$ cat src/rtl/traffic_pkg.sv
`default_nettype none
// ============================================================================
//  Module   : traffic_pkg
//  Purpose  : Shared encodings for the traffic-light controller and its
//             farm-road sensor front end.
//  Revision : 1.0  initial release
// ============================================================================
package traffic_pkg;

  // Light encodings driven on the light_* buses
  localparam logic [2:0] C_LIGHT_G = 3'b001;
  localparam logic [2:0] C_LIGHT_Y = 3'b010;
  localparam logic [2:0] C_LIGHT_R = 3'b100;

  // Main controller state codes
  typedef enum logic [1:0] {
    CTRL_HWY_GREEN   = 2'd0,
    CTRL_HWY_YELLOW  = 2'd1,
    CTRL_FARM_GREEN  = 2'd2,
    CTRL_FARM_YELLOW = 2'd3
  } ctrl_state_t;

  // Vehicle qualification FSM states
  typedef enum logic [1:0] {
    Q_IDLE     = 2'd0,
    Q_QUALIFY  = 2'd1,
    Q_OCCUPIED = 2'd2
  } qual_state_t;

  // Default clk cycles per tick strobe
  localparam int C_DEFAULT_TICK_DIV = 4;

endpackage
`default_nettype wire

$ cat src/rtl/sig_debouncer.sv
`default_nettype none
// ============================================================================
//  Module   : sig_debouncer
//  Purpose  : Synchronises an asynchronous level and accepts a new level only
//             after it has persisted for DEBOUNCE_TICKS consecutive ticks.
//  Revision : 1.0  initial release
// ============================================================================
module sig_debouncer #(
  parameter int SYNC_STAGES    = 2,
  parameter int DEBOUNCE_TICKS = 3
) (
  input  logic clk,
  input  logic rst_n,
  input  logic tick,
  input  logic sig_raw,
  output logic sig_db
);

  localparam int                C_DB_W    = $clog2(DEBOUNCE_TICKS + 1);
  localparam logic [C_DB_W-1:0] C_DB_LAST = C_DB_W'(DEBOUNCE_TICKS - 1);

  logic [SYNC_STAGES-1:0] r_sync;
  logic [C_DB_W-1:0]      r_db_cnt;
  logic                   r_level;
  logic                   w_sig_s;

  assign w_sig_s = r_sync[SYNC_STAGES-1];
  assign sig_db  = r_level;

  // Synchroniser chain runs every clk, independent of the tick strobe
  always_ff @(posedge clk or negedge rst_n) begin
    if (!rst_n) r_sync <= '0;
    else        r_sync <= {r_sync[SYNC_STAGES-2:0], sig_raw};
  end

  // Count consecutive disagreeing ticks; flip the level once the run is long enough
  always_ff @(posedge clk or negedge rst_n) begin
    if (!rst_n) begin
      r_level  <= 1'b0;
      r_db_cnt <= '0;
    end else if (tick) begin
      if (w_sig_s == r_level) begin
        r_db_cnt <= '0;
      end else if (r_db_cnt == C_DB_LAST) begin
        r_level  <= w_sig_s;
        r_db_cnt <= '0;
      end else begin
        r_db_cnt <= r_db_cnt + C_DB_W'(1);
      end
    end
  end

endmodule
`default_nettype wire

$ cat src/rtl/farm_sensor_conditioner.sv
`default_nettype none
// ============================================================================
//  Module   : farm_sensor_conditioner
//  Purpose  : Turns the raw farm-road loop detector into the clean car_req
//             the traffic controller samples: debounce, dwell qualification,
//             queued-vehicle count and request hold until farm green.
//  Revision : 1.0  initial release
// ============================================================================
module farm_sensor_conditioner
  import traffic_pkg::*;
#(
  parameter int SYNC_STAGES     = 2,
  parameter int DEBOUNCE_TICKS  = 3,
  parameter int MIN_DWELL_TICKS = 2,
  parameter int COUNT_W         = 8
) (
  input  logic               clk,
  input  logic               rst_n,
  input  logic               tick,
  input  logic               loop_raw,
  input  logic               farm_green,
  output logic               present,
  output logic               vehicle_evt,
  output logic               car_req,
  output logic [COUNT_W-1:0] queue_cnt
);

  localparam int                 C_DW_W      = $clog2(MIN_DWELL_TICKS + 1);
  localparam logic [C_DW_W-1:0]  C_DWELL_LAST = C_DW_W'(MIN_DWELL_TICKS - 1);
  localparam logic [COUNT_W-1:0] C_CNT_MAX   = {COUNT_W{1'b1}};

  qual_state_t        r_state, w_state_next;
  logic [C_DW_W-1:0]  r_dwell, w_dwell_next;
  logic [COUNT_W-1:0] r_queue, w_queue_next;
  logic               r_car_req;
  logic               w_evt;
  logic               w_present;

  sig_debouncer #(
    .SYNC_STAGES    (SYNC_STAGES),
    .DEBOUNCE_TICKS (DEBOUNCE_TICKS)
  ) u_debouncer (
    .clk     (clk),
    .rst_n   (rst_n),
    .tick    (tick),
    .sig_raw (loop_raw),
    .sig_db  (w_present)
  );

  assign present     = w_present;
  assign vehicle_evt = w_evt;
  assign car_req     = r_car_req;
  assign queue_cnt   = r_queue;

  // Qualify FSM and dwell counter registers
  always_ff @(posedge clk or negedge rst_n) begin
    if (!rst_n) begin
      r_state <= Q_IDLE;
      r_dwell <= '0;
    end else begin
      r_state <= w_state_next;
      r_dwell <= w_dwell_next;
    end
  end

  // Next state: a vehicle qualifies once the loop stays present for the full dwell
  always_comb begin
    w_state_next = r_state;
    w_dwell_next = r_dwell;
    w_evt        = 1'b0;
    if (tick) begin
      case (r_state)
        Q_IDLE: begin
          if (w_present) begin
            w_state_next = Q_QUALIFY;
            w_dwell_next = '0;
          end
        end
        Q_QUALIFY: begin
          if (!w_present) begin
            w_state_next = Q_IDLE;
          end else if (r_dwell == C_DWELL_LAST) begin
            w_state_next = Q_OCCUPIED;
            w_evt        = 1'b1;
          end else begin
            w_dwell_next = r_dwell + C_DW_W'(1);
          end
        end
        Q_OCCUPIED: begin
          if (!w_present) w_state_next = Q_IDLE;
        end
        default: w_state_next = Q_IDLE;
      endcase
    end
  end

  // Queue count: a grant clears it and wins over a vehicle qualifying in the same clk
  always_comb begin
    w_queue_next = r_queue;
    if (farm_green)                       w_queue_next = '0;
    else if (w_evt && r_queue != C_CNT_MAX) w_queue_next = r_queue + COUNT_W'(1);
  end

  // Queue counter and registered request to the controller
  always_ff @(posedge clk or negedge rst_n) begin
    if (!rst_n) begin
      r_queue   <= '0;
      r_car_req <= 1'b0;
    end else begin
      r_queue   <= w_queue_next;
      r_car_req <= !farm_green &&
                   ((w_queue_next != '0) || (w_state_next == Q_OCCUPIED));
    end
  end

endmodule
`default_nettype wire

$ cat config.mk
export PLATFORM = sky130hd
export DESIGN_NAME = farm_sensor_conditioner
export DESIGN_NICKNAME = d
export VERILOG_FILES = /design/src/rtl/traffic_pkg.sv /design/src/rtl/sig_debouncer.sv /design/src/rtl/farm_sensor_conditioner.sv
export SDC_FILE = /design/constraint.sdc
export NUM_CORES = 1
export LEC_CHECK = 0
export BUFFER_PORTS_ARGS = -buffer_cell sky130_fd_sc_hd__buf_2
export CAP_MARGIN = 20
export CORE_MARGIN = 2
export CORE_UTILIZATION = 35
export CTS_CLUSTER_DIAMETER = 120
export DETAILED_ROUTE_END_ITERATION = 6
export PLACE_DENSITY = 0.66
export RECOVER_POWER = 25
export SYNTH_ARGS = -nofsm -noshare
export SYNTH_HDL_FRONTEND = slang
export SYNTH_HIERARCHICAL = 1
export SYNTH_SLANG_ARGS = --single-unit
$ cat constraint.sdc
create_clock -name clk -period 2 [get_ports clk]
set_clock_uncertainty 0.05 [all_clocks]
set_input_delay 0.2 -clock clk [delete_from_list [all_inputs] [get_ports clk]]
set_output_delay 0.2 -clock clk [all_outputs]
set_load 0.02 [all_outputs]
**After elaboration in Yosys (flattened, before gate mapping)**

Index checks and enable logic that the tools add are counted.

- Register bits after elaboration: 18
- Input port bits: 5

- Add/sub/neg operators: 3
- Equality and inequality tests: 10
- Multiplexer cells: 18
- Bitwise logic cells: 1
- Reduce and logical (&&, ||, !) cells: 9

Operator list:

| kind | count |
|---|---|
| $mux W2 | 10 |
| $mux W8 | 2 |
| $add A8 B1 Y8 const B | 1 |
| $ne A8 B8 Y1 const B | 1 |
| $reduce_bool A8 Y1 | 1 |
| $eq A2 B2 Y1 const B | 3 |
| $pmux W2 S3 | 1 |
| $reduce_and A5 Y1 | 1 |
| $add A2 B1 Y2 const B | 2 |
| $eq A2 B1 Y1 const B | 2 |
| $mux W1 | 4 |
| $ne A2 B1 Y1 const B | 2 |
| $pmux W2 S2 | 1 |
| $reduce_and A3 Y1 | 1 |
| $logic_and A1 B1 Y1 | 2 |
| $logic_not A2 Y1 | 1 |
| $ne A2 B2 Y1 const B | 1 |
| $reduce_bool A2 Y1 | 1 |
| $eq A1 B1 Y1 | 1 |
| $logic_not A1 Y1 | 1 |
| $logic_or A1 B1 Y1 | 1 |
| $not A1 Y1 | 1 |

**Logic depth before layout (Yosys ltp)**

- Depth after elaboration: 11
- Gate-level depth with buffers: 7

**Hierarchy**

The synthesis kept the hierarchy.

Modules (own cells, without submodules):

| module | instances | cells an instance | area an instance (um^2) | sequential area each (um^2) |
|---|---|---|---|---|
| farm_sensor_conditioner | 1 | 78 | 768.2 | 325.3 |
| sig_debouncer | 1 | 14 | 188.9 | 125.1 |

**Worst setup path after synthesis**

Ideal clock, no wire load.

- Path kind: register to register
- Start: reg r_queue[4], in the netlist queue_cnt[4]
- End: reg r_car_req, in the netlist car_req
- Library setup time: 0.140 ns
- Arrival: 1.948 ns
- Required time: 1.810 ns
- Slack: -0.138 ns
- Stages on the path, launching flop included: 7
- Buffers on the path: 1
- Period minus slack after synthesis: 2.138 ns
- Cells stage by stage: dfrtp_1 > and4_1 > buf_6 > a2111oi_1 > mux2_2 > nor4_1 > a31oi_1

- Longest elaborated chain between the ends: 7

RTL lines:

| element | line | RTL |
|---|---|---|
| start, declared | farm_sensor_conditioner.sv:34 | `logic [COUNT_W-1:0] r_queue, w_queue_next;` |
| start signal, assigned | farm_sensor_conditioner.sv:110 | `r_queue <= w_queue_next;` |
| parallel branches: the longest is 2 deep, another holds $add A8 B1 Y8 | n/a |  |
| $mux W8 * | farm_sensor_conditioner.sv:101 | `else if (w_evt && r_queue != C_CNT_MAX) w_queue_next = r_queue + COUNT_W'(1);` |
| $mux W8 * | farm_sensor_conditioner.sv:100 | `if (farm_green) w_queue_next = '0;` |
| net w_queue_next[4] | farm_sensor_conditioner.sv:34 |  |
| $reduce_bool A8 Y1 * | farm_sensor_conditioner.sv:112 | `((w_queue_next != '0) \|\| (w_state_next == Q_OCCUPIED));` |
| $logic_or A1 B1 Y1 * | farm_sensor_conditioner.sv:112 |  |
| $logic_and A1 B1 Y1 * | farm_sensor_conditioner.sv:111 | `r_car_req <= !farm_green &&` |
| end signal, assigned | farm_sensor_conditioner.sv:111 |  |
| end, declared | farm_sensor_conditioner.sv:35 | `logic r_car_req;` |

Mark *: on every way through the listed nets, which the timed path passes.
A chain may end at the register's enable or synchronous reset.

**Final worst setup path**

- Start: reg r_queue[0], in the netlist queue_cnt[0]
- End: reg r_car_req, in the netlist car_req

- Longest elaborated chain between the ends: 7

RTL lines:

| element | line |
|---|---|
| parallel branches: the longest is 2 deep, another holds $add A8 B1 Y8 | n/a |
| $mux W8 * | farm_sensor_conditioner.sv:101 |
| $mux W8 * | farm_sensor_conditioner.sv:100 |
| $reduce_bool A8 Y1 * | farm_sensor_conditioner.sv:112 |
| $logic_or A1 B1 Y1 * | farm_sensor_conditioner.sv:112 |
| $logic_and A1 B1 Y1 * | farm_sensor_conditioner.sv:111 |

Every way passes the cells marked *.

==> impl_results.md <==
- Met3 Use GR: 0.0530
- Post-Syn Instances: 92
- Vias in the first global route: 867
- Die Ht: 56.3 um
- Met2 Track Usage GR: 0.257
- Max clock buf depth: 2
- Crit path max-delay family: compound AO/OA/AOI/OAI gates
- Slowest CP cell: dfrtp_2
- Reg-to-reg slack, setup: -0.05 ns
- 1st-iter DRT viols: 12
- Cell variety after synth: 36
- Critical Path RT: 2.12 ns
- Core box area: 2540 um^2
- I/O Buffers: 15
- CTS Buf Count: 3
- Diode count: 0
- Primary FF master, synth: dfrtp_1
- Clk Tree Root Cell: clkbuf_4
- DR vias: 886
- Failing checks: setup timing
- Setup Viol. Count Final: 1
- Post-synthesis xor/xnor area fraction: 0.0183
- Most common cell in the netlist: dfrtp_1
- Pins Over Slew Limit: 0
- Initial core utilization: 0.376
- Min cycle time layout: 2.05 ns
- Final Hold Fails: 0
- Initial antenna violation count: 0
- TritonCTS clock tree: built
- WL final: 2.32 mm
- Post-synth top area share: 0.471
- GRT Util Overall: 0.152
- Die X: 56.3 um
- DR pass1 iterations: 4
- Post-synthesis mux area share: 0.0392
- Cell taking the most area after synthesis: dfrtp_1
- Synth Area per Inst: 10.4 um^2
- Worst reg2reg endpoint: car_req
- I/O pins: 16
- Fraction of the mapped netlist area in simple logic gates: 0.224
- Clock Latency Late Sink: 0.29 ns
- Peak supply drop: 0.000617 V
- Share of post-route cells with drive strength above 1: 0.432
- Die area: 3170 um^2
- Ys async rst share: 1.00
- Mapped Nets: 99
- Top cells by area, synth: dfrtp_1, inv_1, a311oi_1, and4_1, and2_1
- Power per cell area: 863 nW/um^2
- Rows: 18
- Setup crit end: car_req
- Status: finished with violations
- DP Wirelength: 1.72 mm
- GRT overflow: 0
- Crit path depth: 6
- Sequential share of the synthesized area: 0.471
- Tcrit/Tclk final: 1.03
- RePlAce Congestion: 0.867
- Most frequent cells after synthesis: dfrtp_1, inv_1, nand2_1
- Crit path buf inv count: 0
- Largest net degree at the start of global routing: 19
- Worst Setup SP: queue_cnt[0]
- Power Total: 0.00116 W
- Clk sinks: 18
- RSZ-0062 raised after global routing: yes
- Antenna viol nets, final: 0
- Max_slew headroom: 0.351
- Largest stage delay on the critical path: 0.44 ns
- Worst r2r src: queue_cnt[0]
- Nets: 140
- Setup crit end kind: register
- Non-Filler Instances: 162
- Post-placement cell count: 154
- Hold Path Class: in2reg
- Synth Area in Adders: 0.0261
- CP arrival: 2.17 ns
- CTS clk-pin slew, worst paths: 0.10 ns
- Place WS: -0.0208 ns
- CP startpoint kind: register
- Post-synthesis cell area: 957 um^2
- Setup slack after layout: -0.0501 ns
- Global-route met1 utilization: 0.177
- Crit path kind: reg2reg
- Compound-gate portion of the synthesized area: 0.183
- Synth-to-Final Area Change: 39.9%
- Fmax achieved: 0.488 GHz
- GR peak layer: met2
- CTS H-tree depth: 1
- Main combinational cell family by area after synthesis: simple AND/OR/NAND/NOR gates
- Yosys Warn Count: 6
- Number of synthesized flops with an enable pin: 0
- Crit-path cells: ha_4, and2_4, a311o_1, xnor2_2, a2111oi_2, a31oi_1
- R2R depth: 6
- Slew @ Worst Pin: 0.973 ns
- #FFs+latches synth: 18
- Max_cap viols: 0
- Per-cell routed wire length: 14.3 um
- DRC Markers: 0
- Post-route core utilization: 0.526
- Avg Vias per Cell: 5.47
- LEAKAGE: 0.631 nW
- Critical Path Fanout Max: 3
- First-pass GRT wire length: 3.77 mm
## repair_timing
item / in CTS / in global routing
pin swaps: 2 / 7
setup buffers: 0 / 2
gates resized for setup: 2 / 7
endpoints found under the hold margin: 19 / 0
endpoints found under the setup margin: 1 / 1
hold buffers: 2 / 0
## through the flow
stage	area (um^2)	TNS, ns	hold slack (ns)
final	1340	-0.0501	0.125
after floorplan	982	0	-0.146
after global routing	1340	-0.140	0.122
after detailed placement	1220	-0.0208	0.108
after global placement	1220	0	0.103
after CTS	1280	0	0.0996
## routing by layer
metal,vias up,routed length [um]
li1,427,-
met1,426,971
met2,29,1200
met5,-,0
met3,4,117
met4,0,32
## placed cells by master (no fill, tap or decap), drive strengths merged, types with 2 or more instances in the layout
cell,netlist,final
clkbuf,0,5
nand2,6,6
nor2b,3,3
xnor2,2,2
a2111oi,2,2
a311oi,3,3
nand3b,3,3
dlygate4sd3,0,2
inv,7,7
a41oi,2,2
nor3b,2,2
mux2,3,3
o21ai,5,5
ha,2,2
buf,1,34
and4,3,3
o22ai,2,2
a21oi,2,2
dfrtp,18,18
nand3,2,2
nor2,4,4
a31oi,3,3
and2,4,4
## final cells by class
type | instances | area (um^2)
Tap cell | 30 | 37.5
Inverter | 7 | 26.3
Fill cell | 241 | 1210
Multi-Input combinational cell | 66 | 537
Timing Repair Buffer | 37 | 244
Sequential cell | 18 | 458
Clock buffer | 4 | 36.3
## state kept, by name, summed over array words and instances (netlist names)
| register | count |
|---|---|
| r_dwell | 2 |
| r_state | 2 |
| u_debouncer/r_db_cnt | 2 |
| u_debouncer/sig_db | 1 |
| car_req | 1 |
| u_debouncer/r_sync | 2 |
| queue_cnt | 8 |
## report_power, final
group / leakage (nW) / total, W / internal, W / switching [W]
Clock: 0.0210 / 0.000224 / 0.000111 / 0.000113
Sequential: 0.231 / 0.000498 / 0.000434 / 0.0000639
Combinational: 0.380 / 0.000433 / 0.000225 / 0.000209
Total: 0.631 / 0.00116 / 0.000770 / 0.000385
## how the worst min path moves through the flow
stage,start,endpoint,cells after the start
2_1_floorplan,rst_n,car_req,0
3_3_place_gp,rst_n,car_req,1
3_5_place_dp,rst_n,queue_cnt[2],1
4_1_cts,farm_green,car_req,2
5_1_grt,farm_green,car_req,2
6_report,farm_green,car_req,2
## kinds of logic after synthesis
kind of cell             after synthesis
AO/OA/AOI/OAI                         24
adder cells (fa/ha/maj)                2
XOR/XNOR                               2
AND/OR/NAND/NOR                       35
multiplexers                           3
flip-flops                            18
buffers and inverters                  8
Note: power is estimated with default switching activity, not from simulation.
